`src/rtl/rr_arbiter.sv`:
```
// rtl/rr_arbiter.sv - round-robin arbiter with registered one-hot/encoded grant held until release
// Optional hold timeout is built only when RR_ARB_TIMEOUT_EN is defined.
module rr_arbiter #(
    parameter int N        = 8,
    parameter int MAX_HOLD = 16
) (
    input  logic                 clk,
    input  logic                 rst_n,
    input  logic [N-1:0]         req,
    input  logic                 done,
    output logic [N-1:0]         gnt,
    output logic [$clog2(N)-1:0] gnt_id,
    output logic                 gnt_valid,
    output logic                 timeout
);

    localparam int IW = $clog2(N);

    localparam logic [0:0] IDLE  = 1'b0;
    localparam logic [0:0] GRANT = 1'b1;

    logic [0:0]    state;
    logic [IW-1:0] ptr;
    logic          win_found;
    logic [IW-1:0] win_id;
    logic          owner_release;
    logic          hold_expire;
    logic [IW-1:0] next_ptr;
    int            idx;

    // First requester at or after ptr, wrapping modulo N.
    always_comb begin
        win_found = 1'b0;
        win_id    = '0;
        idx       = 0;
        for (int off = 0; off < N; off++) begin
            idx = int'(ptr) + off;
            if (idx >= N) begin
                idx = idx - N;
            end
            if (!win_found && req[IW'(idx)]) begin
                win_found = 1'b1;
                win_id    = IW'(idx);
            end
        end
    end

    assign owner_release = done || !req[gnt_id];
    assign next_ptr      = (gnt_id == IW'(N - 1)) ? '0 : gnt_id + 1'b1;

`ifdef RR_ARB_TIMEOUT_EN
    localparam int CW = $clog2(MAX_HOLD + 1);

    logic [CW-1:0] hold_cnt;

    // Counter sits at zero through IDLE, so every grant starts counting from zero.
    always_ff @(posedge clk or negedge rst_n) begin
        if (!rst_n) begin
            hold_cnt <= '0;
        end else if (state == IDLE) begin
            hold_cnt <= '0;
        end else begin
            hold_cnt <= hold_cnt + 1'b1;
        end
    end

    assign hold_expire = (state == GRANT) && (hold_cnt == CW'(MAX_HOLD - 1));
`else
    assign hold_expire = (MAX_HOLD < 0);
`endif

    always_ff @(posedge clk or negedge rst_n) begin
        if (!rst_n) begin
            state     <= IDLE;
            ptr       <= '0;
            gnt       <= '0;
            gnt_id    <= '0;
            gnt_valid <= 1'b0;
            timeout   <= 1'b0;
        end else begin
            timeout <= 1'b0;
            if (state == IDLE) begin
                if (win_found) begin
                    gnt         <= '0;
                    gnt[win_id] <= 1'b1;
                    gnt_id      <= win_id;
                    gnt_valid   <= 1'b1;
                    state       <= GRANT;
                end
            end else begin
                if (owner_release || hold_expire) begin
                    gnt       <= '0;
                    gnt_valid <= 1'b0;
                    ptr       <= next_ptr;
                    state     <= IDLE;
                    // A normal release on the expiry cycle wins and suppresses the pulse.
                    timeout   <= hold_expire && !owner_release;
                end
            end
        end
    end

endmodule
```
`config.mk`:
```
export PLATFORM = sky130hd
export DESIGN_NAME = rr_arbiter
export DESIGN_NICKNAME = d
export VERILOG_FILES = /design/src/rtl/rr_arbiter.sv
export SDC_FILE = /design/constraint.sdc
export NUM_CORES = 1
export LEC_CHECK = 0
export ABC_AREA = 1
export CAP_MARGIN = 20
export CORE_MARGIN = 2
export CORE_UTILIZATION = 53
export CTS_CLUSTER_SIZE = 16
export DETAILED_ROUTE_END_ITERATION = 10
export PLACE_DENSITY = 0.75
export RECOVER_POWER = 100
export SLEW_MARGIN = 20
export SYNTH_ARGS = -nofsm -noshare
export SYNTH_HDL_FRONTEND = slang
export SYNTH_SLANG_ARGS = --single-unit
```
`constraint.sdc`:
```
create_clock -name clk -period 2.75 [get_ports clk]
set_clock_uncertainty 0.2 [all_clocks]
set_input_delay 0.55 -clock clk [delete_from_list [all_inputs] [get_ports clk]]
set_output_delay 0.55 -clock clk [all_outputs]
set_load 0.05 [all_outputs]
```
# Word level (Yosys, flattened, before mapping)
# Index checks and enable logic that the tools add are counted.
dict set report op_classes {
  n_addsub 16
  magnitude_cmp 19
  eq_ne 2
  muxes 62
  bitwise_logic 1
  n_reduce_logical 21
}
# op n
set op_table {}
lappend op_table {{$mux W3} 17}
lappend op_table {{$lt A3 B5 Y1 const B} 8}
lappend op_table {{$mux W1} 32}
lappend op_table {{$ge A4 B4 Y1 const B} 7}
lappend op_table {{$bmux W1 S3} 9}
lappend op_table {{$mux W8} 3}
lappend op_table {{$sub A3 B1 Y3 const B} 8}
lappend op_table {{$add A3 B3 Y4 const B} 4}
lappend op_table {{$add A3 B2 Y4 const B} 2}
lappend op_table {{$logic_and A1 B1 Y1} 8}
lappend op_table {{$logic_not A1 Y1} 8}
lappend op_table {{$lt A3 B4 Y1 const B} 2}
lappend op_table {{$reduce_and A2 Y1} 3}
lappend op_table {{$add A3 B1 Y4 const B} 1}
lappend op_table {{$ge A3 B4 Y1 const B} 1}
lappend op_table {{$add A3 B1 Y3 const B} 1}
lappend op_table {{$demux W1 S3} 1}
lappend op_table {{$eq A3 B3 Y1 const B} 1}
lappend op_table {{$ge A3 B1 Y1 const B} 1}
lappend op_table {{$ne A2 B1 Y1 const B} 1}
lappend op_table {{$reduce_bool A2 Y1} 1}
lappend op_table {{$logic_or A1 B1 Y1} 1}
lappend op_table {{$not A1 Y1} 1}
dict set report totals {
  reg_bits 16
  in_bits 11
  output_inout_bits 13
  wordCells 126
}

# Logic depth before layout (Yosys ltp)
dict set report depth {
  depth_word 33
  depth_mapped 17
  mapped_depth_nobuf 17
}

# Least setup slack after synthesis
# OpenSTA, ideal clock, no wires.
dict set report synth_timing {
  path_type {register to register}
  start {register ptr[1]}
  end {register gnt[0]}
  arrival_time_ns 2.141
  slack_ns 0.291
  path_stages_with_launch 17
  cell_sequence {dfrtp_1 inv_2 ha_1 inv_2 nand3_1 nand3_1 nand2_2 nor2_8 nand4_4 nor2_8 nand3_2 nand2_1 nand2_2 nand2_2 nor2_4 nand2_1 nand2_1}
}
dict set report synth_via {
  elab_chain_len 33
}
# element line_no
set synth_lines {}
lappend synth_lines {{from (decl)} 23} ;# logic [IW-1:0] ptr;
lappend synth_lines {{from (signal assigned)} 94} ;# ptr <= next_ptr;
lappend synth_lines {{parallel branches: the longest is 33 deep, another holds $add A3 B1 Y4} -}
lappend synth_lines {{to (signal assigned)} 84} ;# gnt <= '0;
lappend synth_lines {{to (signal, indexed assignment)} 85} ;# gnt[win_id] <= 1'b1;
lappend synth_lines {{to (signal assigned)} 92} ;# gnt <= '0;
lappend synth_lines {{to (decl)} 11} ;# output logic [N-1:0] gnt,
# Parallel ways; which one is timed is not known. The select of a mux whose other input is x is not followed.
# A chain may end at the register's enable or synchronous reset.

# Worst setup path after layout
dict set report layout_timing {
  start {register ptr[0]}
  end {register gnt[3]}
}
# The elaborated chain is that of the path after synthesis.

==> Implementation_results.wiki <==
{| class="wikitable"
! Metric !! Value
|-
| Number of max-cap violations || 0
|-
| Die ar. || 0.003259 sq mm
|-
| Clock transition at path regs || 90 ps
|-
| Hold slack final || 280.6 ps
|-
| DPL Wire Length || 2876 um
|-
| Cts bufs inserted || 3
|-
| Cell breakdown of the critical path || inv_2 > ha_2 > inv_2 > nand3_1 > nand3_1 > nand2_2 > nor2_8 > nand4_1 > buf_4 > nand2_1 > inv_2 > nand2_1 > nand3_2 > a21oi_4 > nand2_1 > nand2_1
|-
| Wire per inst || 11.81 um
|-
| Worst EP required || 2770 ps
|-
| Number of enable flip-flop cells after synthesis || 0
|-
| Fraction of registers with async set/reset || 1.000
|-
| Cells after Synth || 222
|-
| Critical path's largest stage delay || 410 ps
|-
| Result of the run || completed
|-
| Average vias per placed instance || 5.331
|-
| Hold Vio Cnt, Final || 0
|-
| Nets || 278
|-
| Buffers added on ports || 22
|-
| CP Launch Type || flop
|-
| Category of cells accounting for the largest share of critical-path delay || simple AND/OR/NAND/NOR gates
|-
| Slew Viols, Final || 0
|-
| Number of antenna violations at the first check in global routing || 0
|-
| Count of unresolved DRC violations after routing || 0
|-
| Number of buffers inserted by hold repair at cts || 0
|-
| Clk_lat worst skew || 280 ps
|-
| Post-detailed-routing wire length || 3459 um
|-
| Share of layout cells above drive strength 1 || 0.1908
|-
| Period utilisation layout || 0.9167
|-
| Netlist area before placement || 0.001494 sq mm
|-
| Post-CTS Setup Repair Bufs || 0
|-
| Synth Net Count || 237
|-
| Grt total ovfl || 0
|-
| Master cell of the clock root buffer || clkbuf_4
|-
| Cell area after placement || 0.001851 sq mm
|-
| Fraction of the mapped netlist area in compound gates || 0.08794
|-
| Least-Margin Pin Slew || 707.1 ps
|-
| Hold Path Class || reg2reg
|-
| Number of register bits inferred by synthesis || 16
|-
| TNS Setup || 0 ps
|-
| TritonCTS sink count || 16
|-
| Final setup violation count || 0
|-
| Area share of the largest cell type after synthesis || 0.2680
|-
| Initial core utilization || 0.5512
|-
| Final standard cell area without fillers || 0.001892 sq mm
|-
| Unrepaired setup endpoints after global routing || no
|-
| Flip-flop cell with the highest count after synthesis || dfrtp_1
|-
| Critical Path Fanout Max || 6
|-
| Initial DRT Pass Iterations || 5
|-
| Count of unique library cells instantiated by Yosys || 34
|-
| Library cell occupying the most area in the post-synthesis netlist || dfrtp_1
|-
| Share of the yosys chip area belonging to registers || 0.2680
|-
| Worst slew margin relative to its limit || 0.5270
|-
| Maximum clock frequency || 396.7 MHz
|-
| Count of nets left with antenna violations after detail routing || 0
|-
| Synth Area in Adders || 0.03350
|-
| Top-level port count || 24
|-
| Violation count after the first detailed-route iteration || 94
|-
| Weighted congestion at the end of routability-driven global placement || 0.9796
|-
| TritonCTS clock tree || yes
|-
| Synth Area per Inst || 6.729 sq um
|-
| Share of synthesized cell area in and, or, nand and nor gates || 0.4925
|-
| Element type at the critical path end || flop
|-
| Number of vias after detailed routing || 1562
|-
| Largest net degree at the start of global routing || 17
|-
| Number of H-tree levels || 1
|-
| Dominant combinational cell family by area after synthesis || simple AND/OR/NAND/NOR gates
|-
| Core area || 0.002710 sq mm
|-
| Die outline width || 57.09 um
|-
| Site row count || 19
|-
| Startpoint-to-endpoint class of the critical path || reg2reg
|-
| Clock tree buffer depth || 2
|-
| Cell with the largest stage delay on the worst path || dfrtp_1
|-
| Wire length of the first global-routing pass || 6072 um
|-
| Cell types with the largest area share after synthesis || dfrtp_1 (27%), nand2_1 (19%), nand3_1 (9.0%)
|-
| Vias in the first global route || 1425
|-
| Critical path data arrival time || 2540 ps
|-
| Antenna diode count || 0
|-
| Layout-stage area growth over the synthesis result || 26.63%
|-
| Total global routing track utilization || 0.2310
|-
| Fin crit period || 2521 ps
|-
| Cell mode on critical path || nand2_1
|-
| Vertical extent of the die || 57.09 um
|-
| Total buffers and inverters traversed by the critical path || 4
|-
| Multiplexer share of the synthesized area || 0.006700
|-
| Count of warnings emitted by yosys || 0
|-
| XOR/XNOR Fraction of Synth Area || 0.02848
|-
| Post-CTS resize count || 0
|}
==> cells in the mapped netlist, types with 3 or more instances <==
| cell | count |
|---|---|
| a21oi_1 | 3 |
| clkinv_1 | 3 |
| dfrtp_1 | 16 |
| ha_1 | 4 |
| inv_1 | 14 |
| inv_2 | 7 |
| nand2_1 | 77 |
| nand2_2 | 4 |
| nand3_1 | 27 |
| nand3_2 | 4 |
| nand4_1 | 7 |
| nor2_1 | 22 |
| o21ai_0 | 6 |
| o21ai_1 | 4 |
==> per-stage QoR <==
step	util	worst slack, ps	instances
after floorplan	-	290.8	222
after global placement	0.6828	-24.39	289
after detailed placement	0.6828	-68.44	289
after CTS	0.6962	156.0	293
after global routing	0.6981	4.963	293
final	0.6981	229.1	293
==> worst min-delay path, cell delays in order, from the launching register on <==
cell	delay [ps]
dfrtp_1	350
nand2_1	50
nand2_1	50
==> final timing paths <==
kind / start / endpoint / slack, ps / cells past startpoint
hold / removal: gnt[1]$_DFFE_PN0P_ / gnt[1]$_DFFE_PN0P_ / 280 / 2
setup / recovery: ptr[0]$_DFFE_PN0P_ / gnt[3]$_DFFE_PN0P_ / 230 / 16
hold reg to reg: gnt[1]$_DFFE_PN0P_ / gnt[1]$_DFFE_PN0P_ / 280 / 2
min in group asynchronous: rst_n / gnt_valid$_DFFE_PN0P_ / 560 / 1
setup reg to reg: ptr[0]$_DFFE_PN0P_ / gnt[3]$_DFFE_PN0P_ / 230 / 16
max in group asynchronous: rst_n / ptr[2]$_DFFE_PN0P_ / 1350 / 1
==> per-layer routing <==
layer	global-route usage	vias to the layer above	routed length, um
met2	0.3810	37	1651
met1	0.3159	708	1629
met4	0.1096	0	88
met5	0	-	0
met3	0.006803	8	91
li1	-	809	-
==> flip-flops by register name, summed over array words and instances (netlist names) <==
| signal | cells |
|---|---|
| gnt | 8 |
| gnt_id | 3 |
| gnt_valid | 1 |
| ptr | 3 |
| state | 1 |
==> layout make-up <==
class / count / area [sq um]
fillers: 243 / 818.3
flip-flops and latches: 16 / 400.4
repair buffers: 39 / 345.3
clock buffers: 4 / 36.28
multi-input cells: 179 / 980.9
well taps: 31 / 38.79
inverters: 24 / 90.09
==> logic make-up (layout without fill, tap and decap cells) <==
logic type,Yosys count,in the layout
simple gates,149,149
flops,16,16
buf+inv,27,67
xor+xnor,4,4
compound gates,20,20
mux,1,1
other cells,1,1
fa+ha+maj,4,4
==> layout by cell type (no fill, tap or decap), drive strengths merged, types with 8 or more instances in the layout <==
master / count
nand2: 83
dfrtp: 16
o21ai: 11
inv: 21
nand3: 31
nor2: 25
dlygate4sd3: 13
clkdlybuf4s50: 9
nand4: 8
buf: 16
Power is left out: the tool's default activity adds up to more than one toggle a clock period on the data nets, which glitch-free logic cannot reach.
==> RTL edit, RTL diff (same flow settings) <==
The option `RR_ARB_TIMEOUT_EN` is turned on by a define.
--- a/src/rtl/rr_arbiter.sv
+++ b/src/rtl/rr_arbiter.sv
@@ -1,5 +1,7 @@
 // rtl/rr_arbiter.sv - round-robin arbiter with registered one-hot/encoded grant held until release
 // Optional hold timeout is built only when RR_ARB_TIMEOUT_EN is defined.
+`define RR_ARB_TIMEOUT_EN
+
 module rr_arbiter #(
     parameter int N        = 8,
     parameter int MAX_HOLD = 16
Function: no difference found for any inputs over 10 cycles, from zero or initial values and one cycle with rst_n low; that may be too few to reach the edited logic, so the function may still have changed.
==> RTL edit against the unedited design <==
Sequential share of layout area up 3.7 points; final area up 17%; sequential cell count up 6; setup slack worse by 0.0068 ns; non-clock buffer count down 10; global-route usage about the same; wire length up 17%; critical path type is now primary input to register; area after synthesis up 25%; synthesized cell count up 10%.
Power is not shown: default switching activity piles up to over one toggle a cycle in this logic, so the estimate is an artifact.
==> RTL edit: results (changes against the unedited design) <==
- Fin cells: 321 (was 293)
- Fin nets: 293 (was 278)
- Drt first pass iters: 4 (was 5)
- Routed WL per cell: 12.57 µm (was 11.81 µm)
- Placed inst area: 2170 µm² (was 1851 µm²)
- Largest net degree at the start of global routing: 23 (was 17)
- Detail Placement HPWL: 3295 µm (was 2876 µm)
- Largest regs: gnt x8, hold_cnt x5 (was gnt x8, gnt_id x3, ptr x3)
- Post-synthesis cell type count: 32 (was 34)
- Status: finished, final reports clean (unchanged)
- Largest cells by area after synthesis: dfrtp_1, nand2_1, nand3_2, nand3_1, nor2_1 (was dfrtp_1, nand2_1, nand3_1, nor2_1, inv_1)
- Critical R2R Capture: gnt[1] (was gnt[3])
- Worst reg2reg setup slack: 0.27 ns (was 0.23 ns)
- Post-route met1 wirelength: 1969 µm (was 1629 µm)
- R2R Path Start: ptr[1] (was ptr[0])
- FF-to-FF path depth: 15 (was 16)
- Hold endpoint: hold_cnt[0] (was gnt[1])
- Met3 wire len: 109 µm (was 91 µm)
- Clock latency on the worst-skew pair: 0.31 ns (was 0.28 ns)
- Hold WS: 0.2631 ns (was 0.2806 ns)
- Worst Path Max Fanout: 7 (was 6)
- Worst slew margin: 0.2270 (was 0.5270)
- Iter 0 DRT Violations: 80 (was 94)
- Critical path's slowest cell: dlygate4sd3_1 (was dfrtp_1)
- Mapped Nets: 262 (was 237)
- Share of layout cells above drive strength 1: 0.2000 (was 0.1908)
- Mapped Avg Cell Area: 7.635 µm² (was 6.729 µm²)
- Worst stage delay on the critical path: 0.60 ns (was 0.41 ns)
- Min-delay src: hold_cnt[0] (was gnt[1])
- GRT Overall Usage: 0.2311 (was 0.2310)
-- RTL edit: cell count changes after synthesis, sizes merged, moves of 2 or more --
cell,delta
clkinv,-3
dfrtp,+6
ha,+2
inv,+6
nand3,+15
nand4,-4
o21ai,+2
-- RTL edit: logic make-up (layout without fill, tap and decap cells) --
kind of cell / after synthesis / in the layout / synth area share
DFF: 22 / 22 / 0.2943
buffers and inverters: 30 / 60 / 0.07491
AOI/OAI and AO/OA: 21 / 21 / 0.07024
muxes: 2 / 2 / 0.01070
and+or+nand+nor: 160 / 160 / 0.4629
adders and majority gates: 6 / 6 / 0.04013
xor gates and xnor gates: 4 / 4 / 0.04683
-- RTL edit: worst max-delay path by stage --
| stage | from | end | slack [ns] | cells after the start |
|---|---|---|---|---|
| finish | req[2] | gnt[1] | 0.22 | 15 |
| global route | ptr[1] | gnt[2] | 0.05 | 11 |
| CTS | ptr[1] | gnt[1] | 0.1 | 16 |
| detailed placement | req[3] | gnt[1] | 0.003 | 15 |
| global placement | req[3] | gnt[1] | 0.01 | 15 |
| floorplan | ptr[1] | gnt[1] | 0.29 | 17 |
-- RTL edit: layout make-up --
cell class,instances,area [µm²],share of cell area
Inverter,27,108.9,0.04910
Timing Repair Buffer,29,271.5,0.1225
Clock buffer,4,36.28,0.01637
Sequential cell,22,550.5,0.2483
Multi-Input combinational cell,193,1192,0.5378
Tap cell,46,57.56,0.02596
-- RTL edit: timing repair --
item	in CTS	in global routing
resized for setup	0	5
setup endpoints to repair	0	11
setup buffers	0	0
-- RTL edit: per-layer routing --
layer,GRT usage,up-vias
met5,0,-
met4,0.07337,0
met3,0.02857,8
met2,0.3842,29
met1,0.3131,739
li1,-,872
